### src/rtl/dmem_boot_loader_pkg.sv
// Shared definitions for the data-memory boot loader: FSM encoding and byte-lane sizing.
package dmem_boot_loader_pkg;

  typedef enum logic [1:0] {
    IDLE    = 2'd0,
    COLLECT = 2'd1,
    WRITE   = 2'd2,
    DONE    = 2'd3
  } loaderState_t;

  localparam int BYTES_PER_WORD = 4;
  localparam int LANE_IDX_W     = $clog2(BYTES_PER_WORD);

endpackage

### src/rtl/dmem_boot_loader_word_packer.sv
// Packs accepted host bytes little-endian into a 32-bit word; full flags the last lane.
module word_packer
  import dmem_boot_loader_pkg::*;
(
  input  logic        clk,
  input  logic        reset,
  input  logic        clr,
  input  logic        push,
  input  logic [7:0]  byte_data,
  output logic [31:0] word,
  output logic        full
);

  logic [LANE_IDX_W-1:0] byteIdx;
  logic [31:0]           lanes;

  // word already includes the byte being pushed, so the loader can latch it on the same edge
  always_comb begin
    word = lanes;
    if (push) word[{byteIdx, 3'b000} +: 8] = byte_data;
  end

  assign full = push && (byteIdx == LANE_IDX_W'(BYTES_PER_WORD - 1));

  always_ff @(posedge clk) begin
    if (reset || clr) begin
      byteIdx <= '0;
      lanes   <= '0;
    end else if (push) begin
      byteIdx <= byteIdx + 1'b1;
      lanes   <= word;
    end
  end

endmodule

### src/rtl/dmem_boot_loader.sv
// Boot-time sequencer: holds the CPU in reset while a host byte stream is packed
// into words and written to data memory, then releases the CPU.
//
// state   | meaning
// IDLE    | waiting for start, CPU held in reset
// COLLECT | accepting bytes into the packer
// WRITE   | one-cycle write strobe for the assembled word
// DONE    | image written, CPU released, bytes ignored
module dmem_boot_loader
  import dmem_boot_loader_pkg::*;
#(
  parameter logic [31:0] BASE_ADDR  = 32'h0000_0000,
  parameter int          WORD_COUNT = 64
) (
  input  logic        clk,
  input  logic        reset,
  input  logic        start,
  input  logic        byte_valid,
  input  logic [7:0]  byte_data,
  output logic        byte_ready,
  output logic        cpu_reset,
  output logic        Ext_MemWrite,
  output logic [31:0] Ext_WriteData,
  output logic [31:0] Ext_DataAdr,
  output logic        busy,
  output logic        done
);

  localparam int WIDX_W = (WORD_COUNT > 1) ? $clog2(WORD_COUNT) : 1;

  loaderState_t      state;
  logic [WIDX_W-1:0] wordIdx;
  logic [31:0]       packWord;
  logic              packFull;
  logic              packClr;
  logic              push;
  logic [31:0]       wordOffset;

  assign push       = byte_valid && byte_ready;
  assign packClr    = start && ((state == IDLE) || (state == DONE));
  assign wordOffset = {{(30 - WIDX_W){1'b0}}, wordIdx, 2'b00};

  word_packer uPacker (
    .clk      (clk),
    .reset    (reset),
    .clr      (packClr),
    .push     (push),
    .byte_data(byte_data),
    .word     (packWord),
    .full     (packFull)
  );

  always_ff @(posedge clk) begin
    if (reset) begin
      state         <= IDLE;
      wordIdx       <= '0;
      cpu_reset     <= 1'b1;
      byte_ready    <= 1'b0;
      Ext_MemWrite  <= 1'b0;
      Ext_WriteData <= '0;
      Ext_DataAdr   <= BASE_ADDR;
      busy          <= 1'b0;
      done          <= 1'b0;
    end else begin
      case (state)
        IDLE, DONE: begin
          if (start) begin
            state      <= COLLECT;
            wordIdx    <= '0;
            cpu_reset  <= 1'b1;
            byte_ready <= 1'b1;
            busy       <= 1'b1;
            done       <= 1'b0;
          end
        end
        COLLECT: begin
          if (packFull) begin
            state         <= WRITE;
            byte_ready    <= 1'b0;
            Ext_MemWrite  <= 1'b1;
            Ext_WriteData <= packWord;
            Ext_DataAdr   <= BASE_ADDR + wordOffset;
          end
        end
        WRITE: begin
          Ext_MemWrite <= 1'b0;
          if (wordIdx == WIDX_W'(WORD_COUNT - 1)) begin
            state     <= DONE;
            cpu_reset <= 1'b0;
            busy      <= 1'b0;
            done      <= 1'b1;
          end else begin
            state      <= COLLECT;
            wordIdx    <= wordIdx + 1'b1;
            byte_ready <= 1'b1;
          end
        end
        default: state <= IDLE;
      endcase
    end
  end

endmodule

### config.mk
export PLATFORM = sky130hd
export DESIGN_NAME = dmem_boot_loader
export DESIGN_NICKNAME = d
export VERILOG_FILES = /design/src/rtl/dmem_boot_loader_pkg.sv /design/src/rtl/dmem_boot_loader_word_packer.sv /design/src/rtl/dmem_boot_loader.sv
export SDC_FILE = /design/constraint.sdc
export NUM_CORES = 1
export LEC_CHECK = 0
export BUFFER_PORTS_ARGS = -buffer_cell sky130_fd_sc_hd__buf_2
export CAP_MARGIN = 20
export CORE_MARGIN = 2
export CORE_UTILIZATION = 40
export CTS_CLUSTER_DIAMETER = 200
export CTS_CLUSTER_SIZE = 10
export DETAILED_ROUTE_END_ITERATION = 7
export PLACE_DENSITY = 0.75
export SKIP_CTS_REPAIR_TIMING = 1
export SLEW_MARGIN = 40
export SYNTH_ARGS = -nofsm -noshare
export SYNTH_HDL_FRONTEND = slang
export SYNTH_HIERARCHICAL = 1
export SYNTH_SLANG_ARGS = --single-unit
### constraint.sdc
create_clock -name clk -period 2.2 [get_ports clk]
set_input_delay 0.66 -clock clk [delete_from_list [all_inputs] [get_ports clk]]
set_output_delay 0.66 -clock clk [all_outputs]
set_load 0.01 [all_outputs]
### Word-level counts from Yosys, hierarchy flattened

Index checks and enable logic that the tools add are counted.

* flip-flop bits (word level): 85
* bits of input ports: 12
* output and inout bits: 69
* word-level logic and storage cells: 60

* $add $sub $neg: 3
* eq/ne operators: 9
* shift-type cells: 2
* mux-type cells: 20
* reduce and logical (&&, ||, !) cells: 15

Operators with widths (number)
* $bwmux W32: 1
* $mux W32: 1
* $shift A8 B7 Y32 const A: 1
* $shiftx A8 B7 Y32: 1
* $mux W6: 2
* $pmux W6 S2: 1
* $reduce_and A3 Y1: 3
* $ne A2 B2 Y1 const B: 4
* $mux W1: 7
* $neg A5 Y7: 1
* $add A6 B1 Y6 const B: 1
* $eq A2 B2 Y1 const B: 3
* $eq A6 B6 Y1 const B: 1
* $mux W2: 3
* $pmux W1 S2: 3
* $pmux W2 S3: 1
* $reduce_and A2 Y1: 3
* $reduce_bool A2 Y1: 2
* $logic_and A1 B1 Y1: 3
* $pmux W1 S3: 1
* $add A2 B1 Y2 const B: 1
* $eq A2 B1 Y1 const B: 1
* $logic_not A2 Y1: 1
* $logic_or A1 B1 Y1: 2
* $reduce_or A2 Y1: 1

### Depth between registers and ports, before layout

Gate-level depths: netlist of the first run.

* word-level depth: 4
* depth in mapped cells: 9
* gate-level depth less buffers: 7

### Cells and area by module

The synthesis of the first run kept the hierarchy.

Modules (own cells, without submodules)
* dmem_boot_loader: instances 1, cells an instance 281, area each 2212.1 um^2, seq. area each 1021.0 um^2
* word_packer: instances 1, cells an instance 158, area each 1501.4 um^2, seq. area each 680.7 um^2

### Worst setup path after synthesis of the first run

Ideal clock, no wire load.

* kind: input-to-reg
* from: input byte_valid
* to: register Ext_DataAdr[3]
* setup time: 70 ps
* arrival: 2002 ps
* required time: 2130 ps
* setup slack: 128 ps
* stages on the path: 9
* buffers on the path: 3
* path through: and2_1 > buf_2 > nand2_1 > inv_1 > nand2_1 > clkbuf_1 > buf_2 > nand2_1 > a21oi_1

* cells in the longest elaborated chain, start to end: 3

RTL lines
* start, declared: RTL line dmem_boot_loader.sv:18 `input logic byte_valid,`
* $logic_and A1 B1 Y1: RTL line dmem_boot_loader.sv:39 `assign push = byte_valid && byte_ready;`
* $logic_and A1 B1 Y1: RTL line dmem_boot_loader_word_packer.sv:23 `assign full = push && (byteIdx == LANE_IDX_W'(BYTES_PER_WORD - 1));`
* named net packFull: RTL line dmem_boot_loader.sv:34 `logic packFull;`
* $reduce_and A2 Y1 (no line)
* end signal, assigned: RTL line dmem_boot_loader.sv:82 `Ext_DataAdr <= BASE_ADDR + wordOffset;`
* end, declared: RTL line dmem_boot_loader.sv:24 `output logic [31:0] Ext_DataAdr,`

The timed path passes the listed nets, and every way through them passes these cells.
A chain may end at the register's enable or synchronous reset.

### Worst setup path after layout of the first run

* from: register state[0]
* to: register uPacker.lanes[5]

* cells in the longest elaborated chain, start to end: 4
* elaborated cells between the ends (all ways): 5
* those cells by class: 1 x eq/ne; 4 x reduce/logical

RTL lines
* start, declared: RTL line dmem_boot_loader.sv:31 `loaderState_t state;`
* start signal, assigned: RTL line dmem_boot_loader.sv:55 `state <= IDLE;`
* start signal, assigned: RTL line dmem_boot_loader.sv:68 `state <= COLLECT;`
* start signal, assigned: RTL line dmem_boot_loader.sv:78 `state <= WRITE;`
* $eq A2 B2 Y1 / $logic_not A2 Y1 (equally long branches): RTL line dmem_boot_loader.sv:40 `assign packClr = start && ((state == IDLE) || (state == DONE));`
* $logic_or A1 B1 Y1 *: RTL line dmem_boot_loader.sv:40
* $logic_and A1 B1 Y1 *: RTL line dmem_boot_loader.sv:40
* named net packClr: RTL line dmem_boot_loader.sv:35 `logic packClr;`
* $logic_or A1 B1 Y1 *: RTL line dmem_boot_loader_word_packer.sv:26 `if (reset || clr) begin`
* end signal, assigned: RTL line dmem_boot_loader_word_packer.sv:31 `lanes <= word;`
* end, declared: RTL line dmem_boot_loader_word_packer.sv:15 `logic [31:0] lanes;`

The timed path passes the listed nets; every way through them passes the cells marked *.

==> results of run 1 <==
==> cell type report <==
class	count	area (um^2)
Tap cell	111	138.9
Clock inverter	5	37.54
Multi-Input combinational cell	299	1682
Fill cell	892	4960
Sequential cell	85	1702
Clock buffer	10	127.6
Timing Repair Buffer	66	360.3
Inverter	27	101.3
==> cell usage after synthesis, drive strengths merged, types with 2 or more instances <==
library cell   n  area, um^2
a211oi         2       15.01
a21oi         49       249.0
a22o          11       96.34
a31oi          3       18.77
a32o          11       110.1
a32oi         20       175.2
and2           2       12.51
and3b          2       17.52
and4bb         2       25.02
buf           36       259.0
clkbuf        17       63.81
dfxtp         85        1702
ha             9       112.6
inv           27       101.4
mux2i          2       20.02
nand2         91       341.6
nand3          3       20.02
nand4          2       12.51
nor2          33       123.9
nor2b          5       38.78
nor3           2       10.01
nor3b          2       20.02
nor4b          2       17.52
o21ai          6       30.02
or2            2       12.52
==> power by group through the flow <==
stage | logic, uW | clock network [uW] | registers, uW
global placement | 229 | 0 | 1600
global route | 259 | 1040 | 1560
finish | 236 | 960 | 1560
CTS | 235 | 989 | 1560
detailed placement | 234 | 0 | 1600
floorplan | 197 | 0 | 1600
==> path summary, 6_finish.rpt <==
| kind | depth (start not counted) | slack (ns) | from | end |
|---|---|---|---|---|
| hold / removal | 2 | 0.45 | Ext_WriteData[10] | Ext_WriteData[10] |
| setup / recovery | 7 | 0.31 | state[0] | uPacker/lanes[5] |
| setup reg to reg | 7 | 0.31 | state[0] | uPacker/lanes[5] |
| hold reg to reg | 2 | 0.45 | Ext_WriteData[10] | Ext_WriteData[10] |
==> through the flow <==
stage	area (um^2)	hold WS (ns)
after CTS	4149	0.4585
after detailed placement	3984	0.4459
after global placement	3984	0.4421
after global routing	4149	0.4695
after floorplan	3807	0.4423
final	4149	0.4537
==> layer usage <==
layer	part of all wire, %	track usage (%)	up-vias
li1	-	-	1551
met1	48	22.43	1413
met5	0	0	-
met4	1.5	6.217	0
met2	44	25.86	98
met3	6.9	4.039	8
==> flip-flops by register name, summed over array words and instances (netlist names) <==
signal,count
Ext_WriteData,32
uPacker/lanes,32
Ext_DataAdr,6
wordIdx,6
state,2
uPacker/byteIdx,2
Ext_MemWrite,1
busy,1
byte_ready,1
cpu_reset,1
done,1
==> kinds of logic (layout without fill, tap and decap cells) <==
logic type / Yosys count / in the layout / synth area share, %
adder cells (fa/ha/maj): 9 / 9 / 3.032
XOR/XNOR: 1 / 1 / 0.2359
AND/OR/NAND/NOR: 152 / 152 / 18.50
buffers and inverters: 80 / 108 / 11.42
other: 1 / 26 / 0.1010
AO/OA/AOI/OAI: 108 / 108 / 20.05
multiplexers: 3 / 3 / 0.8423
flip-flops: 85 / 85 / 45.82
==> critical path: cells and delay by family (launching register included) <==
kind | cells | cell delay [ns]
and+or+nand+nor | 2 | 0.40
AOI/OAI and AO/OA | 2 | 0.50
buffers and inverters | 2 | 0.15
DFF | 1 | 0.40
adders and majority gates | 1 | 0.38
==> flow_summary.ini, run 1 <==
[outcome]
outcome = finished clean

[setup_path]
start_kind = flip-flop
path_cells = inv_1 -> ha_1 -> nand2_1 -> inv_1 -> or2_1 -> a21oi_2 -> a32o_1
slowest_delay_ns = 0.40
worst_setup_path_end_kind = flip-flop
crit_type = flip-flop to flip-flop
crit_slowest_cell = dfxtp_1
crit_path_max_fanout = 8
cp_data_arrival_time_ns = 2.18
required_ns = 2.49
cpMostUsedCell = inv_1

[power_and_ir_drop]
leakagePower_uw = 0.001810
cellPowerDensity_mw_per_mm2 = 664.5
seqPwrFrac_pct = 56.6
p_comb_share_pct = 8.6
power.internal_uw = 2036
switchingPower_uw = 721.1
vdd_ir_drop_max_mv = 0.3522
pwr-share-clk_pct = 34.8
power_uw = 2757
switching_share_pct = 26.15

[placement]
place.gp.congestion = 0.8832
pre_cts_ws_ns = 0.1660
dp.cells = 588
io_buffers = 54
dpl.hpwl_um = 5768

[sta]
period_needed_ns = 1.891
clock.fmax_mhz = 528.9
slew_viol_final = 0
tightest_slew_ns = 0.5174
setup_slack_ns = 0.3093
tns_ns = 0
rsz0062_at_grt = no
setup_viol_count_final = 0
finalHoldViolCount = 0
finalCritPeriodShare_pct = 85.94
relSlewSlack_pct = 65.51
skew_ns = 0.01053

[routing]
drt_first_pass_iters = 4
drt-total-wl_um = 8127
drc = 0
vias = 3070
avgRoutedWirePerCell_um = 13.48
drt_iter0_markers = 193
ant_nets = 0
viasPerCell = 5.091

[die]
die_x_um = 100.4
initial_core_util_pct = 40.77
core_mm2 = 0.009109
die_area_mm2 = 0.01007
rows = 35
die_y_um = 100.4
io_pins = 81

[yosys]
syn_area_per_cell_um2 = 8.459
seq_area_frac_synth_pct = 45.82
synth_flop_cell = dfxtp_1
yosys_register_bits = 85
yosysWarnings = 6
synthCells = 439
async_flop_share_pct = 0
synth-edff-count = 0
syn_area_mm2 = 0.003714
synth_cell_type_count = 47

[grt]
grt_pass1_vias = 2666
antenna_found_initial = 0
grt_usage_pct = 16.63
gr-total-overflow = 0
grt_pass1_wl_um = 13150
grt_start_max_net_pins = 52

[cells_and_area]
finalCoreUtilization_pct = 45.55
area_delta_synth_final_pct = 11.73
mostFrequentLayoutCell = nand2_1
fin_cells = 603
nets = 509
final_cell_mix = nand2_1 (91), dfxtp_1 (85), buf_2 (54), a21oi_1 (48), nor2_1 (33)
diodes = 0
drive_above_1_share_pct = 17.89

[clock_tree]
cts_made_buffers = 9
root_buffer = clkbuf_8
cts_htree_levels = 3
tritoncts = done
clkSlewWorstSetupHoldPaths_ns = 0.09
cts.sinks = 85
clock_latency_ns = 0.36
cts_buffer_depth = 2

[hold_path]
hp-class = flip-flop to flip-flop

[flow_run]
cap_violations = 0
(Power assumes the default switching activity.)
==> run 2: changes to the inputs <==
--- a/config.mk
+++ b/config.mk
@@ -12,7 +12,7 @@
 export CTS_CLUSTER_DIAMETER = 200
 export CTS_CLUSTER_SIZE = 10
 export DETAILED_ROUTE_END_ITERATION = 7
-export PLACE_DENSITY = 0.75
+export PLACE_DENSITY = 0.73
 export SKIP_CTS_REPAIR_TIMING = 1
 export SLEW_MARGIN = 40
 export SYNTH_ARGS = -nofsm -noshare
==> constraint.sdc (replaced) <==
create_clock -name clk -period 1.9 [get_ports clk]
set_input_delay 0.57 -clock clk [delete_from_list [all_inputs] [get_ports clk]]
set_output_delay 0.57 -clock clk [all_outputs]
set_load 0.01 [all_outputs]
==> flow_summary.ini, run 2 (synthesis gave the netlist of run 1 again) <==
[outcome]
outcome = finished clean

[die]
rows = 35
die_x_um = 100.4
die_area_mm2 = 0.01007
core_mm2 = 0.009109
io_pins = 81
initial_core_util_pct = 40.77
die_y_um = 100.4

[routing]
drt_iter0_markers = 233
vias = 3160
ant_nets = 0
viasPerCell = 5.172
drc = 0
avgRoutedWirePerCell_um = 13.86
drt-total-wl_um = 8471
drt_first_pass_iters = 4

[grt]
gr-total-overflow = 0
grt_usage_pct = 17.73
grt_pass1_vias = 2934
antenna_found_initial = 0
use_met1_pct = 23.37
grt_start_max_net_pins = 30
grt_pass1_wl_um = 14120
busiest_layer = met2
grtUsageMet2_pct = 27.93
use_met3_pct = 3.691

[clock_tree]
root_buffer = clkbuf_8
clkSlewWorstSetupHoldPaths_ns = 0.08
clock_latency_ns = 0.37
cts_buffer_depth = 2
cts.sinks = 85
cts_htree_levels = 3
cts_made_buffers = 9
tritoncts = done

[hold_path]
worstHoldStart = reset
hp-class = primary input to flip-flop

[cells_and_area]
diodes = 0
mostFrequentLayoutCell = nand2_1
final_cell_mix = nand2_1 (90), dfxtp_1 (85), buf_2 (54), a21oi_1 (48), nor2_1 (32)
fillCellCount = 919
nets = 516
reg_top3 = Ext_WriteData: 32 flops, uPacker/lanes: 32 flops
drive_above_1_share_pct = 20.80
area_delta_synth_final_pct = 15.53

[power_and_ir_drop]
switchingPower_uw = 852.7
cellPowerDensity_mw_per_mm2 = 791.2
pwr-share-clk_pct = 38.1
seqPwrFrac_pct = 53.3
p_comb_share_pct = 8.6
power.internal_uw = 2542
leakagePower_uw = 0.001880
switching_share_pct = 25.12
vdd_ir_drop_max_mv = 0.3540

[sta]
slew_viol_final = 0
rsz0062_at_grt = yes
clock.fmax_mhz = 557.0
finalCritPeriodShare_pct = 94.48
skew_ns = 0.01483
finalHoldViolCount = 0
setup_viol_count_final = 0
tns_ns = 0
period_needed_ns = 1.795
setup_slack_ns = 0.1048

[setup_path]
crit_start = state[0]
crit_type = flip-flop to flip-flop
required_ns = 2.20
start_kind = flip-flop
crit_path_max_fanout = 6
cp_data_arrival_time_ns = 2.10
r2r-start = state[0]
worst_setup_path_end_kind = flip-flop
r2r_slack_ns = 0.10

[placement]
place.gp.congestion = 0.8778
pre_cts_ws_ns = -0.009516
dpl.hpwl_um = 6063
io_buffers = 54

[flow_run]
cap_violations = 0
-- run 2: cell count changes in the layout (fill, tap and decap cells not counted), moves of 2 or more --
cell	delta
ha_2	+2
ha_1	-2
buf_12	+2
buf_4	+5
-- run 2: layout make-up --
cell class	count	area, um^2	area share, %
multi-input cells	299	1709	39.84
flip-flops and latches	85	1702	39.66
repair buffers	73	437.9	10.21
clock inverters	5	60.06	1.400
inverters	27	101.3	2.362
clock buffers	11	141.4	3.295
well taps	111	138.9	3.237
-- run 2: through the flow --
stage / utilization (%) / total power [uW] / hold slack, ns / cells / instance area [um^2]
final: 47.10 / 3395 / 0.4329 / 611 / 4290
after floorplan: - / 2081 / 0.4423 / 464 / 3814
after detailed placement: 44.64 / 2128 / 0.4441 / 595 / 4066
after CTS: 46.85 / 3408 / 0.4101 / 611 / 4268
after global routing: 47.10 / 3540 / 0.4464 / 611 / 4290
after global placement: 44.64 / 2121 / 0.4428 / 595 / 4066
-- run 2: worst paths after layout --
| kind | to | cells after the start |
|---|---|---|
| hold / removal | Ext_WriteData[30] | 2 |
| setup / recovery | uPacker/lanes[8] | 7 |
| hold reg to reg | Ext_WriteData[28] | 2 |
| setup reg to reg | uPacker/lanes[8] | 7 |
-- run 2: critical path, stage by stage (launching register included) --
cell and delay [ns]:
dfxtp_1 0.39, inv_1 0.07, ha_2 0.33, nand2_1 0.09
inv_1 0.08, or2_1 0.30, a21oi_1 0.30, a32o_1 0.18
-- run 2: per-layer routing --
layer  routed length, um  share of wire (%)
met5                   0                  0
met4                 188                2.2
met3                 344                4.1
met1                4016                 47
met2                3922                 46
-- run 2: power by group through the flow --
| stage | registers (uW) | clock network [uW] | logic (uW) |
|---|---|---|---|
| finish | 1810 | 1290 | 293 |
| global route | 1810 | 1410 | 323 |
| CTS | 1810 | 1320 | 280 |
| detailed placement | 1850 | 0 | 278 |
| global placement | 1850 | 0 | 272 |
| floorplan | 1850 | 0 | 230 |
